[config.mk]
export PLATFORM = sky130hd
export DESIGN_NAME = quad_decoder
export DESIGN_NICKNAME = d
export VERILOG_FILES = /design/src/rtl/quad_decoder.sv
export SDC_FILE = /design/constraint.sdc
export NUM_CORES = 1
export LEC_CHECK = 0
export BUFFER_PORTS_ARGS = -buffer_cell sky130_fd_sc_hd__buf_2
export CORE_ASPECT_RATIO = 0.7
export CORE_MARGIN = 1
export CORE_UTILIZATION = 60
export CTS_CLUSTER_DIAMETER = 30
export DETAILED_ROUTE_END_ITERATION = 16
export GPL_ROUTABILITY_DRIVEN = 0
export PLACE_DENSITY = 0.79
export SLEW_MARGIN = 20
export SYNTH_ARGS = -nofsm -noshare
export SYNTH_HDL_FRONTEND = slang
export SYNTH_SLANG_ARGS = --single-unit
[constraint.sdc]
create_clock -name clk -period 5.93 [get_ports clk]
set_input_delay 0.2965 -clock clk [delete_from_list [all_inputs] [get_ports clk]]
set_output_delay 0.2965 -clock clk [all_outputs]
set_load 0.01 [all_outputs]
[src/rtl/quad_decoder.sv]
// Quadrature encoder front end: per-phase synchronizer, glitch filter and
// Gray-code step decoder driving an 8-bit wrapping position counter.
module quad_decoder #(
    parameter int SYNC_STAGES = 2,
    parameter int FILTER_LEN  = 3
) (
    input  logic       clk,
    input  logic       rst,
    input  logic       quad_a,
    input  logic       quad_b,
    input  logic       enable,
    input  logic       clear,
    input  logic       err_clr,
    output logic       step,
    output logic       direction,
    output logic [7:0] position,
    output logic       error
);

    localparam logic [1:0] S00 = 2'b00;
    localparam logic [1:0] S01 = 2'b01;
    localparam logic [1:0] S11 = 2'b11;
    localparam logic [1:0] S10 = 2'b10;

    localparam logic [3:0] FILT_MAX = 4'(FILTER_LEN);

    logic [SYNC_STAGES-1:0] sync_a_q;
    logic [SYNC_STAGES-1:0] sync_b_q;
    logic [1:0]             pair_s;

    logic [1:0] cand_q, cand_d;
    logic [3:0] cnt_q, cnt_d;
    logic [1:0] filt_q, filt_d;
    logic       acc_q, acc_d;

    logic [1:0] state_q, state_d;
    logic       first_q, first_d;
    logic       step_q, step_d;
    logic       dir_q, dir_d;
    logic [7:0] pos_q, pos_d;
    logic       err_q, err_d;

    logic       up_s;
    logic       down_s;
    logic       illegal_s;

    always_ff @(posedge clk or negedge rst) begin
        if (!rst) begin
            sync_a_q <= '0;
            sync_b_q <= '0;
        end else begin
            sync_a_q <= {sync_a_q[SYNC_STAGES-2:0], quad_a};
            sync_b_q <= {sync_b_q[SYNC_STAGES-2:0], quad_b};
        end
    end

    assign pair_s = {sync_a_q[SYNC_STAGES-1], sync_b_q[SYNC_STAGES-1]};

    // A candidate pair is accepted exactly once, on the edge its run length reaches FILTER_LEN.
    always_comb begin
        cand_d = cand_q;
        cnt_d  = cnt_q;
        acc_d  = 1'b0;
        filt_d = filt_q;
        if (pair_s != cand_q) begin
            cand_d = pair_s;
            cnt_d  = 4'd1;
            acc_d  = (FILTER_LEN == 1);
        end else if (cnt_q < FILT_MAX) begin
            cnt_d = cnt_q + 4'd1;
            acc_d = (cnt_d == FILT_MAX);
        end
        if (acc_d) begin
            filt_d = pair_s;
        end
    end

    always_ff @(posedge clk or negedge rst) begin
        if (!rst) begin
            cand_q <= '0;
            cnt_q  <= '0;
            filt_q <= '0;
            acc_q  <= 1'b0;
        end else begin
            cand_q <= cand_d;
            cnt_q  <= cnt_d;
            filt_q <= filt_d;
            acc_q  <= acc_d;
        end
    end

    always_comb begin
        up_s      = 1'b0;
        down_s    = 1'b0;
        illegal_s = 1'b0;
        if (acc_q && !first_q) begin
            case ({state_q, filt_q})
                {S00, S01}, {S01, S11}, {S11, S10}, {S10, S00}: up_s      = 1'b1;
                {S00, S10}, {S10, S11}, {S11, S01}, {S01, S00}: down_s    = 1'b1;
                {S00, S11}, {S11, S00}, {S01, S10}, {S10, S01}: illegal_s = 1'b1;
                default: ;
            endcase
        end
    end

    // State keeps tracking with enable low so re-enabling never produces a stale step.
    always_comb begin
        state_d = state_q;
        first_d = first_q;
        step_d  = 1'b0;
        dir_d   = dir_q;
        pos_d   = pos_q;
        err_d   = err_q;
        if (acc_q) begin
            state_d = filt_q;
            first_d = 1'b0;
        end
        if (enable && (up_s || down_s)) begin
            step_d = 1'b1;
            dir_d  = up_s;
            pos_d  = up_s ? pos_q + 8'd1 : pos_q - 8'd1;
        end
        if (clear) begin
            pos_d = 8'd0;
        end
        if (illegal_s) begin
            err_d = 1'b1;
        end else if (err_clr) begin
            err_d = 1'b0;
        end
    end

    always_ff @(posedge clk or negedge rst) begin
        if (!rst) begin
            state_q <= S00;
            first_q <= 1'b1;
            step_q  <= 1'b0;
            dir_q   <= 1'b1;
            pos_q   <= 8'd0;
            err_q   <= 1'b0;
        end else begin
            state_q <= state_d;
            first_q <= first_d;
            step_q  <= step_d;
            dir_q   <= dir_d;
            pos_q   <= pos_d;
            err_q   <= err_d;
        end
    end

    assign step      = step_q;
    assign direction = dir_q;
    assign position  = pos_q;
    assign error     = err_q;

endmodule

== Word level (Yosys, flattened, before mapping) ==
Cells that the tools add are included.

* Add/sub/neg operators: 3
* Reduce and logical (&&, ||, !) cells: 10
* Equality and inequality tests: 14
* Mux-type cells: 16
* $lt $le $gt $ge: 1

{| class="wikitable"
|+ Operator list
! operator !! count
|-
| == test 4 bit, second input constant || 6
|-
| 2-to-1 mux 8 bit || 3
|-
| == test 4 x 2 -> 1 bit, second input constant || 3
|-
| == test 4 x 3 -> 1 bit, second input constant || 3
|-
| OR reduction 4 bit || 3
|-
| 2-to-1 mux 1 bit || 11
|-
| adder 8 x 1 -> 8 bit, second input constant || 1
|-
| 2-to-1 mux 4 bit || 2
|-
| subtractor 8 x 1 -> 8 bit, second input constant || 1
|-
| nonzero test 2 bit || 3
|-
| adder 4 x 1 -> 4 bit, second input constant || 1
|-
| == test 4 x 1 -> 1 bit, second input constant || 1
|-
| less-than comparator 4 x 2 -> 1 bit, second input constant || 1
|-
| logical AND 1 bit || 2
|-
| != test 2 bit || 1
|-
| logical NOT 1 bit || 1
|-
| logical OR 1 bit || 1
|}

* Register bits after elaboration: 27

== Logic depth before layout (Yosys ltp) ==
* Word-level depth: 8
* Mapped depth: 9

== Worst setup path before layout ==
No wires, ideal clock.

* Kind: flip-flop to flip-flop
* Start: register filt_q[0]
* End: register pos_q[7], in the netlist position[7]
* Clock period less this slack: 2421 ps
* Arrival time: 2296 ps
* Library setup time: 125 ps
* Cell stages (with the launch flop): 9
* Path buffers: 0
* Slack: 3509 ps
* Cells stage by stage: dfrtp_1 -> xor2_1 -> nand3_1 -> ha_1 -> o211ai_1 -> o211ai_1 -> a21oi_1 -> mux2i_1 -> mux2_2

* Cells in the longest elaborated chain, start to end: 7
* Elaborated cells on any way between the ends: 20

{| class="wikitable"
|+ RTL lines
! item !! RTL line !! text
|-
| start: declaration || 33 || <nowiki>logic [1:0] filt_q, filt_d;</nowiki>
|-
| start signal: assignment || 87 || <nowiki>filt_q <= filt_d;</nowiki>
|-
| == test 4 x 1 -> 1 bit, or another cell as far along || 97 || <nowiki>case ({state_q, filt_q})</nowiki>
|-
| OR reduction 4 bit || 97 ||
|-
| 2-to-1 mux 1 bit || 97 ||
|-
| 2-to-1 mux 1 bit || 96 || <nowiki>if (acc_q && !first_q) begin</nowiki>
|-
| 2-to-1 mux 8 bit or logical OR 1 bit (tied branches) || 121, 118 ||
|-
| 2-to-1 mux 8 bit or logical AND 1 bit (tied branches) || 118 || <nowiki>if (enable && (up_s || down_s)) begin</nowiki>
|-
| 2-to-1 mux 8 bit or nonzero test 2 bit (tied branches) || n/a ||
|-
| end signal: assignment || 146 || <nowiki>pos_q <= pos_d;</nowiki>
|-
| end: declaration || 40 || <nowiki>logic [7:0] pos_q, pos_d;</nowiki>
|}

Several ways; a longest one is shown, not always the timed one. The select of a mux whose other input is x is not followed.
A chain may end at the register's enable or synchronous reset.

== Worst setup path in the final report ==
Ends and elaborated chain as after synthesis.

==> out/metrics.csv <==
metric,value,unit
status,completed,
largest net degree at the start of global routing,28,
Post-synth EDFFs,0,
Sw Ratio,28.17,%
NumNets Final,160,
setup tns final,0,ps
post_cts resized,0,
post-synth cell types,31,
core area,2172,µm²
# setup viols final,0,
Comb pwr share,17.6,%
Critical Path Sink Type,flip-flop,
final non-filler cell total,175,
synthesis warning total,0,
clk buf depth,2,
Power Dens Cells,228.0,nW/µm²
Boundary Pins,18,
Most used DFF post-synth,dfrtp_1,
top post-synthesis cells by area,"dfrtp_1, ha_1, xnor2_1",
Worst path most repeated cell,o211ai_1,
Final Core Density,70.16,%
drt drc,0,
post-synthesis instance total,125,
Flop pwr share,59.7,%
Worst-Margin Slew,582.4,ps
Initial DRC Count,39,
Hold Crit Class,primary input to flip-flop,
clock network fraction of total power,22.7,%
"Seq/Total Area, Yosys",48.96,%
DRT Wirelength,2426,µm
row count,14,
Pwr Total,0.3475,mW
Initial Utilization,63.77,%
data arrival time of the worst path,2960,ps
max cap viols,0,
Hold Fails Final Rpt,0,
port buffer count,17,
Avg WL per Cell,13.86,µm
post-detailed-route count of antenna-violating nets,0,
Clock Sink Count,27,
initial antenna violation count,0,
cell with the most instances after synthesis,dfrtp_1,
"Reg clk slew, reported paths",160,ps
Worst path max stage delay,470,ps
number of synthesized register bits,27,
Clock Skew,28.52,ps
share of post-route cells with drive strength above 1,21.68,%
unrepaired setup endpoints after global routing,no,
CP Max Fanout,7,
Die H,42.20,µm
critical path class,flip-flop to flip-flop,
Final Max Tran Viols,0,
most frequent cells after synthesis,"dfrtp_1, nor2_1, ha_1, inv_1, xnor2_1",
"area leader, netlist",dfrtp_1,
number of CTS-inserted buffers,3,
H-tree Lvls,1,
remaining global-route overflow,0,
first-pass GRT wire length,4195,µm
chip width,59.43,µm
minimum clock period,2712,ps
period utilisation layout,45.74,%
sequence of cells on the critical path,xor2_1 -> nand3_1 -> ha_1 -> o211ai_1 -> o211ai_1 -> a21oi_1 -> mux2i_1 -> mux2_2,
Worst-Skew Late Latency,330,ps
number of setup buffers added after CTS,0,
syn avg cell area,11.08,µm²
WHS,83.08,ps
Root Driver,clkbuf_4,
DR vias,939,
Layout area overhead,10.03,%
placed cells,170,
DR pass1 iterations,4,
Post-Syn Area,1385,µm²
via/cell ratio,5.366,
CP required,6170,ps
post-detail-place hpwl,1884,µm
Syn Nets,141,
CTS tree,yes,
hold-fix buffers at CTS,1,
die area,2508,µm²
Lkg Pwr,0.7287,nW
startpoint types,flip-flop,
top cell type's share of synthesized area,45.17,%
cell internal pwr,0.2496,mW
Peak VDD IR,0.0002206,V
Fmax achieved,368.7,MHz
Psw,0.09789,mW
Crit-path slowest cell,dfrtp_1,
GRT Util Overall,23.12,%
vias in the first global route,922,
n_diodes,0,
Synth async-reset ratio,100.0,%
Slew HR,61.13,%
## stage by stage
stage	setup WS (ps)	area, µm²
finish	3218	1524
detailed placement	3238	1488
CTS	3229	1524
global placement	3364	1488
floorplan	3509	1385
global route	2976	1524
## flip-flops by register name, summed over array words and instances, names as in the netlist, 2 cells and up
register  flops
position      8
cnt_q         4
cand_q        2
filt_q        2
state_q       2
sync_a_q      2
sync_b_q      2
## final cells by class
type                    count  area (µm²)
repair buffers             18       95.09
multi-input cells          86       654.4
fillers                   171       648.1
flip-flops and latches     27       678.2
inverters                   8       30.03
well taps                  32       40.04
clock buffers               4       26.28
## cell families (layout without fill, tap and decap cells)
logic type | count (synthesis) | count (layout) | synth area share (%)
AOI/OAI and AO/OA | 24 | 24 | 11.65
xor gates and xnor gates | 13 | 13 | 8.763
adders and majority gates | 9 | 9 | 8.672
buffers and inverters | 12 | 30 | 3.794
DFF | 27 | 27 | 48.96
muxes | 9 | 9 | 6.956
and+or+nand+nor | 31 | 31 | 11.20
## path summary, 6_finish.rpt
kind | startpoint | to | slack, ps | cells after the start
setup / recovery | filt_q[0]$_DFFE_PN0P_ | position[7]$_DFFE_PN0P_ | 3220 | 8
hold / removal | quad_b | sync_b_q[0]$_DFF_PN0_ | 80 | 1
setup reg to reg | filt_q[0]$_DFFE_PN0P_ | position[7]$_DFFE_PN0P_ | 3220 | 8
hold reg to reg | sync_b_q[0]$_DFF_PN0_ | sync_b_q[1]$_DFF_PN0_ | 370 | 0
max in group asynchronous | rst | position[4]$_DFFE_PN0P_ | 5050 | 2
min in group asynchronous | rst | error$_DFFE_PN0P_ | 470 | 2
## worst max-delay path: cells and delay by family (launching register included)
family	cells	cell delay (ps)
multiplexers	2	570
adder cells (fa/ha/maj)	1	430
AO/OA/AOI/OAI	3	520
XOR/XNOR	1	320
AND/OR/NAND/NOR	1	310
flip-flops	1	470
## power groups by stage
stage,registers [mW],clock network [mW],logic (mW)
finish,0.207,0.0788,0.0613
detailed placement,0.211,0,0.0608
floorplan,0.208,0,0.0476
global route,0.209,0.0898,0.0697
CTS,0.207,0.0792,0.0615
global placement,0.209,0,0.0580
## metal layers
layer	part of all wire (%)	GRT usage, %
met2	45	35.96
met1	50	32.23
met5	0	0
met3	5.1	6.481
met4	0.54	5.238
## cell usage in the layout, fill, tap and decap left out, types with 5 or more instances in the layout
cell	instances
dfrtp_1	25
buf_2	17
nor2_1	10
inv_1	8
xnor2_1	8
ha_1	8
nand2_1	6
o21ai_0	6
a21oi_1	6
mux2_2	5
No activity file was read; power rests on OpenSTA's default activity.
